==> src/rtl/cam_green_pixel_counter.sv <==
// Camera front end: syncs an OV-style byte bus into clk, pairs bytes into RGB565 pixels,
// flags green pixels and reports saturating per-frame pixel/green counts.
`timescale 1ns/1ps
module cam_green_pixel_counter #(
  parameter int         CNT_W = 16,
  parameter logic [5:0] G_MIN = 6'd32
) (
  input  logic             clk,
  input  logic             rst_n,
  input  logic             capture_en,
  input  logic             cam_pclk,
  input  logic             cam_href,
  input  logic             cam_vsync,
  input  logic [7:0]       cam_data,
  output logic             pix_valid,
  output logic [15:0]      pix_data,
  output logic             pix_green,
  output logic             frame_valid,
  output logic [CNT_W-1:0] pixel_count,
  output logic [CNT_W-1:0] green_count,
  output logic             frame_err,
  output logic             busy
);

  typedef enum logic [1:0] {S_IDLE = 2'd0, S_ACTIVE = 2'd1, S_DONE = 2'd2} state_t;

  localparam logic [CNT_W-1:0] CNT_MAX = {CNT_W{1'b1}};
  localparam logic [CNT_W-1:0] CNT_ONE = {{(CNT_W-1){1'b0}}, 1'b1};

  state_t state_q, state_d;

  // bit0/bit1 form the synchronizer, bit2 is the history used for edge detection
  logic [2:0] pclk_q, href_q, vsync_q;
  logic [7:0] data_s1_q, data_s2_q;

  logic             phase_q, phase_d;
  logic [7:0]       hi_q, hi_d;
  logic [15:0]      word_q, word_d;
  logic             word_stb_q, word_stb_d;
  logic [CNT_W-1:0] run_pix_q, run_pix_d;
  logic [CNT_W-1:0] run_green_q, run_green_d;
  logic             run_err_q, run_err_d;

  logic             pix_valid_q, pix_green_q, frame_valid_q, frame_err_q;
  logic [15:0]      pix_data_q;
  logic [CNT_W-1:0] pixel_count_q, green_count_q;

  logic pclk_rise, href_fall, vsync_rise, vsync_fall, byte_stb;
  logic busy_c, start_c, done_c, green_c;
  logic [5:0] g6, r6, b6;

  always_ff @(posedge clk or negedge rst_n) begin
    if (!rst_n) begin
      pclk_q    <= '0;
      href_q    <= '0;
      vsync_q   <= '0;
      data_s1_q <= '0;
      data_s2_q <= '0;
    end else begin
      pclk_q    <= {pclk_q[1:0], cam_pclk};
      href_q    <= {href_q[1:0], cam_href};
      vsync_q   <= {vsync_q[1:0], cam_vsync};
      data_s1_q <= cam_data;
      data_s2_q <= data_s1_q;
    end
  end

  assign pclk_rise  =  pclk_q[1]  & ~pclk_q[2];
  assign href_fall  = ~href_q[1]  &  href_q[2];
  assign vsync_rise =  vsync_q[1] & ~vsync_q[2];
  assign vsync_fall = ~vsync_q[1] &  vsync_q[2];

  always_ff @(posedge clk or negedge rst_n) begin
    if (!rst_n) state_q <= S_IDLE;
    else        state_q <= state_d;
  end

  always_comb begin
    state_d = state_q;
    case (state_q)
      S_IDLE:   if (capture_en && vsync_fall) state_d = S_ACTIVE;
      S_ACTIVE: begin
        if (!capture_en)     state_d = S_IDLE;
        else if (vsync_rise) state_d = S_DONE;
      end
      S_DONE:   state_d = S_IDLE;
      default:  state_d = S_IDLE;
    endcase
  end

  always_comb begin
    busy_c  = (state_q == S_ACTIVE);
    start_c = (state_q == S_IDLE) && (state_d == S_ACTIVE);
    done_c  = (state_q == S_DONE);
  end

  assign byte_stb = busy_c && pclk_rise && href_q[1];

  assign g6      = word_q[10:5];
  assign r6      = {word_q[15:11], 1'b0};
  assign b6      = {word_q[4:0], 1'b0};
  assign green_c = (g6 >= G_MIN) && (g6 > r6) && (g6 > b6);

  always_comb begin
    phase_d     = phase_q;
    hi_d        = hi_q;
    word_d      = word_q;
    word_stb_d  = 1'b0;
    run_pix_d   = run_pix_q;
    run_green_d = run_green_q;
    run_err_d   = run_err_q;
    if (start_c) begin
      phase_d     = 1'b0;
      run_pix_d   = '0;
      run_green_d = '0;
      run_err_d   = 1'b0;
    end else begin
      if (byte_stb) begin
        phase_d = ~phase_q;
        if (!phase_q) begin
          hi_d = data_s2_q;
        end else begin
          word_d     = {hi_q, data_s2_q};
          word_stb_d = 1'b1;
        end
      end else if (busy_c && href_fall && phase_q) begin
        phase_d   = 1'b0;
        run_err_d = 1'b1;
      end
      // the count lands on the same edge pix_valid rises, so a coincident vsync rise sees it
      if (word_stb_q) begin
        if (run_pix_q == CNT_MAX) run_err_d = 1'b1;
        else                      run_pix_d = run_pix_q + CNT_ONE;
        if (green_c) begin
          if (run_green_q == CNT_MAX) run_err_d   = 1'b1;
          else                        run_green_d = run_green_q + CNT_ONE;
        end
      end
    end
  end

  always_ff @(posedge clk or negedge rst_n) begin
    if (!rst_n) begin
      phase_q       <= 1'b0;
      hi_q          <= '0;
      word_q        <= '0;
      word_stb_q    <= 1'b0;
      run_pix_q     <= '0;
      run_green_q   <= '0;
      run_err_q     <= 1'b0;
      pix_valid_q   <= 1'b0;
      pix_data_q    <= '0;
      pix_green_q   <= 1'b0;
      frame_valid_q <= 1'b0;
      pixel_count_q <= '0;
      green_count_q <= '0;
      frame_err_q   <= 1'b0;
    end else begin
      phase_q       <= phase_d;
      hi_q          <= hi_d;
      word_q        <= word_d;
      word_stb_q    <= word_stb_d;
      run_pix_q     <= run_pix_d;
      run_green_q   <= run_green_d;
      run_err_q     <= run_err_d;
      pix_valid_q   <= word_stb_q;
      if (word_stb_q) begin
        pix_data_q  <= word_q;
        pix_green_q <= green_c;
      end
      frame_valid_q <= done_c;
      if (done_c) begin
        pixel_count_q <= run_pix_d;
        green_count_q <= run_green_d;
        frame_err_q   <= run_err_d;
      end
    end
  end

  assign pix_valid   = pix_valid_q;
  assign pix_data    = pix_data_q;
  assign pix_green   = pix_green_q;
  assign frame_valid = frame_valid_q;
  assign pixel_count = pixel_count_q;
  assign green_count = green_count_q;
  assign frame_err   = frame_err_q;
  assign busy        = busy_c;

endmodule

==> config.mk <==
export PLATFORM = sky130hd
export DESIGN_NAME = cam_green_pixel_counter
export DESIGN_NICKNAME = d
export VERILOG_FILES = /design/src/rtl/cam_green_pixel_counter.sv
export SDC_FILE = /design/constraint.sdc
export NUM_CORES = 1
export LEC_CHECK = 0
export CAP_MARGIN = 20
export CORE_MARGIN = 4
export CORE_UTILIZATION = 35
export CTS_CLUSTER_SIZE = 40
export DETAILED_ROUTE_END_ITERATION = 8
export PLACE_DENSITY = 0.62
export SLEW_MARGIN = 10
export SYNTH_ARGS = -nofsm -noshare
export SYNTH_HDL_FRONTEND = slang
export SYNTH_SLANG_ARGS = --single-unit
export TNS_END_PERCENT = 5
==> constraint.sdc <==
create_clock -name clk -period 2.6 [get_ports clk]
set_input_delay 0.26 -clock clk [delete_from_list [all_inputs] [get_ports clk]]
set_output_delay 0.26 -clock clk [all_outputs]
set_load 0.01 [all_outputs]
==> metrics.md, run 1 <==
| Metric | Value |
|---|---|
| P_leak | 3.25 nW |
| Synthesized instance count | 474 |
| Top cell type's share of synthesized area | 61.5% |
| Clock Latency Late Sink | 0.42 ns |
| Crit Path Category | reg -> reg |
| Area occupied by multi-input gates | 2030 um^2 |
| Crit path max fanout | 13 |
| Sequential area share after synthesis | 61.5% |
| Pin count of the biggest net entering global routing | 61 |
| Initial DRC count | 188 |
| DRT antenna net count | 0 |
| Synth warn | 0 |
| Most area-hungry cell type in the Yosys netlist | dfrtp_1 |
| H-tree levels | 4 |
| Reg2reg path depth | 7 |
| Total of cells resized after clock tree synthesis | 0 |
| Share of layout cells above drive strength 1 | 14.9% |
| Setup Buffers After CTS | 0 |
| First-pass GRT wire length | 19300 um |
| Final min period | 2.38 ns |
| Clock tree from TritonCTS | yes |
| Starting Density | 35.5% |
| Clk_skew | 0.00814 ns |
| Global route total overflow | 0 |
| DRC Markers | 0 |
| EDFF count, synth | 0 |
| Worst endpoint required time | 2.93 ns |
| Max Buffers Root-to-Sink | 2 |
| Worst min-delay path category | in -> reg |
| Worst slew pin tran | 0.555 ns |
| Nets | 577 |
| Post-DP Area | 6550 um^2 |
| Distinct cells, synth | 42 |
| Setup slack, reg-to-reg | 0.22 ns |
| Detail-routed via count per cell | 4.80 |
| Crit-path cells | ha_1 > nand3_1 > o21bai_4 > a32oi_4 > nand3_4 > or3_1 > a31oi_1 |
| FP Rows | 46 |
| Hold Slack | 0.278 ns |
| PortBufs | 66 |
| Vias in the first global route | 3806 |
| Flops & latches, synth | 138 |
| Io pins | 67 |
| Setup TNS | 0 ns |
| GRT Total Usage | 13.6% |
| Setup violations, final | 0 |
| CP Data Arrival Time | 2.72 ns |
| Root Buffer | clkbuf_16 |
| Peak VDD IR | 448 uV |
| Synth Cell Area | 5610 um^2 |
| Startpoint Class | flop |
| Largest cells by area after synthesis | dfrtp_1 62%, mux2_2 8.0%, nand2_1 3.1% |
| Maxcap violations | 0 |
| Filler Cell Count | 1439 |
| Hold depth | 1 |
| ANT cells | 0 |
| Rel. slew slack | 63.0% |
| Clock sinks | 138 |
| Ys async rst share | 100% |
| HP Start | cam_data[7] |
| Finished Layout Cells | 778 |
| RR Startpoint | word_q[10] |
| Dpl cells | 747 |
| Drt wl/cell | 14.7 um |
| Final instance area | 7140 um^2 |
| Die W | 135 um |
| Detailed-route via count | 3731 |
| Number of CTS-inserted buffers | 17 |
| Clk slew on worst S/H paths | 0.06 ns |
| Outcome | finished, final reports clean |
| Slowest-stage cell, CP | a32oi_4 |
| Layout Utilization | 45.1% |
| Hpwl dp | 8040 um |
| Syn Nets | 500 |
| Setup crit end kind | flop |
| Power Dens Cells | 740 nW/um^2 |
| RSZ-0062 raised after global routing | false |
| CP max stage delay | 0.49 ns |
| Final Routed Wirelength | 11400 um |
| FF/Latch Area | 3450 um^2 |
| Synth Flop Type | dfrtp_1 |
| First drt pass iteration count | 4 |
| Total Die Area | 18100 um^2 |
| Syn_area_per_cell | 11.8 um^2 |
| RD Place Congestion | 0.869 |
| Die height | 135 um |
| Core outline area | 15800 um^2 |
| Area Overhead vs Synth | 27.1% |
| Final worst-path cycle share | 91.6% |
| Final Hold Fails | 0 |
| WHS Endpoint | data_s1_q[7] |
| Initial antenna violation count | 0 |
| Reg2reg end | green_count[5] |
| Max Slew Vio Count | 0 |
| Fmax | 420 MHz |
==> report_power, final <==
group / leakage (nW) / switching, W / internal (W) / total (W)
Combinational: 1.14 / 0.000269 / 0.000277 / 0.000546
Sequential: 1.84 / 0.0000938 / 0.00229 / 0.00239
Clock: 0.278 / 0.000889 / 0.00145 / 0.00234
Total: 3.25 / 0.00125 / 0.00403 / 0.00528
==> Yosys cell counts, types with 4 or more instances <==
cell type    n
nand3_1     18
and3_1       5
xor2_1      13
mux2_2      40
dfrtp_1    138
nor3_1       8
nand2b_1     6
o21ai_0     35
and2_1       4
and4_1       5
or3_1        4
mux2i_1      7
ha_1        12
a21oi_1     13
nor2_1      42
inv_1       17
nand4_1     13
xnor2_1      5
clkbuf_1    12
nand2_1     47
==> stage by stage <==
stage	total power, W	setup WS, ns
after floorplan	0.00271	0.625
after global placement	0.00296	0.318
after detailed placement	0.00298	0.229
after CTS	0.00534	0.226
after global routing	0.00551	0.0633
final	0.00528	0.218
==> worst max-delay path by stage <==
stage / from / end / slack, ns / cells past startpoint
6_report: word_q[10] / green_count[5] / 0.22 / 7
5_1_grt: word_q[10] / green_count[9] / 0.06 / 7
4_1_cts: word_q[10] / green_count[11] / 0.23 / 7
3_5_place_dp: word_q[10] / green_count[9] / 0.23 / 7
3_3_place_gp: word_q[10] / green_count[9] / 0.32 / 7
2_1_floorplan: word_q[10] / green_count[11] / 0.63 / 7
==> routing by layer <==
layer / wire (um) / global-route usage, % / vias up
met5: 0 / 0 / -
met4: 149 / 5.60 / 0
met3: 566 / 4.17 / 11
met2: 5310 / 21.0 / 72
met1: 5400 / 18.1 / 1850
li1: - / - / 1798
==> registers in the layout (all words and copies together), names as in the netlist <==
signal and cells:
state_q 2, frame_valid 1, pix_data 16, pclk_q 3, pixel_count 16, hi_q 8
run_pix_q 16, run_green_q 16, pix_valid 1, green_count 16, word_stb_q 1, vsync_q 3
data_s1_q 8, href_q 3, run_err_q 1, pix_green 1, phase_q 1, frame_err 1
word_q 16, data_s2_q 8
==> critical path: cells and delay by family (launching register included) <==
kind	cells	cell delay [ns]
flops	1	0.42
simple gates	3	0.69
compound gates	3	0.85
fa+ha+maj	1	0.34
==> layout make-up <==
class                      count  area share (%)
clock inverter                10            1.68
tap                          216            3.79
sequential                   138            48.4
multi-input combinational    303            28.5
inverter                      17           0.894
clock buffer                  20            6.40
timing repair buffer          74            10.3
==> cells in the final DEF, fill, tap and decap left out, drive strengths merged, types with 2 or more instances in the layout <==
cell type,count
dfrtp,138
clkdlybuf4s50,65
nand2,47
nor2,42
mux2,40
o21ai,36
clkbuf,20
nand3,19
inv,18
a21oi,13
nand4,13
xor2,13
ha,12
nor3,11
buf,8
mux2i,7
nand2b,6
and4,5
and3,5
xnor2,5
clkinv,5
and2,4
or3,4
nor2b,3
a31oi,3
a41oi,2
bufinv,2
clkinvlp,2
o21bai,2
==> timing repair <==
item                       4_1_cts  5_1_grt
hold endpoints to repair        57        0
setup endpoints to repair        0        0
hold buffers                     1        0
==> logic make-up after synthesis <==
kind of cell               share of synthesized area (%)
buffers and inverters                               2.36
DFF                                                 61.5
AOI/OAI and AO/OA                                   6.80
xor gates and xnor gates                            2.81
adders and majority gates                           2.67
and+or+nand+nor                                     14.6
muxes                                               9.27
No activity file was read; power rests on OpenSTA's default activity.
==> run 2, diff against run 1 <==
- CTS_CLUSTER_SIZE: 40 -> 30
==> results of run 2 <==
The final DEF is identical to that of run 1; final timing and power are the same.
==> run 3, diff against run 2 <==
- CAP_MARGIN: 20 -> unset
==> results of run 3 <==
The final DEF is identical to that of run 1; final timing and power are the same.
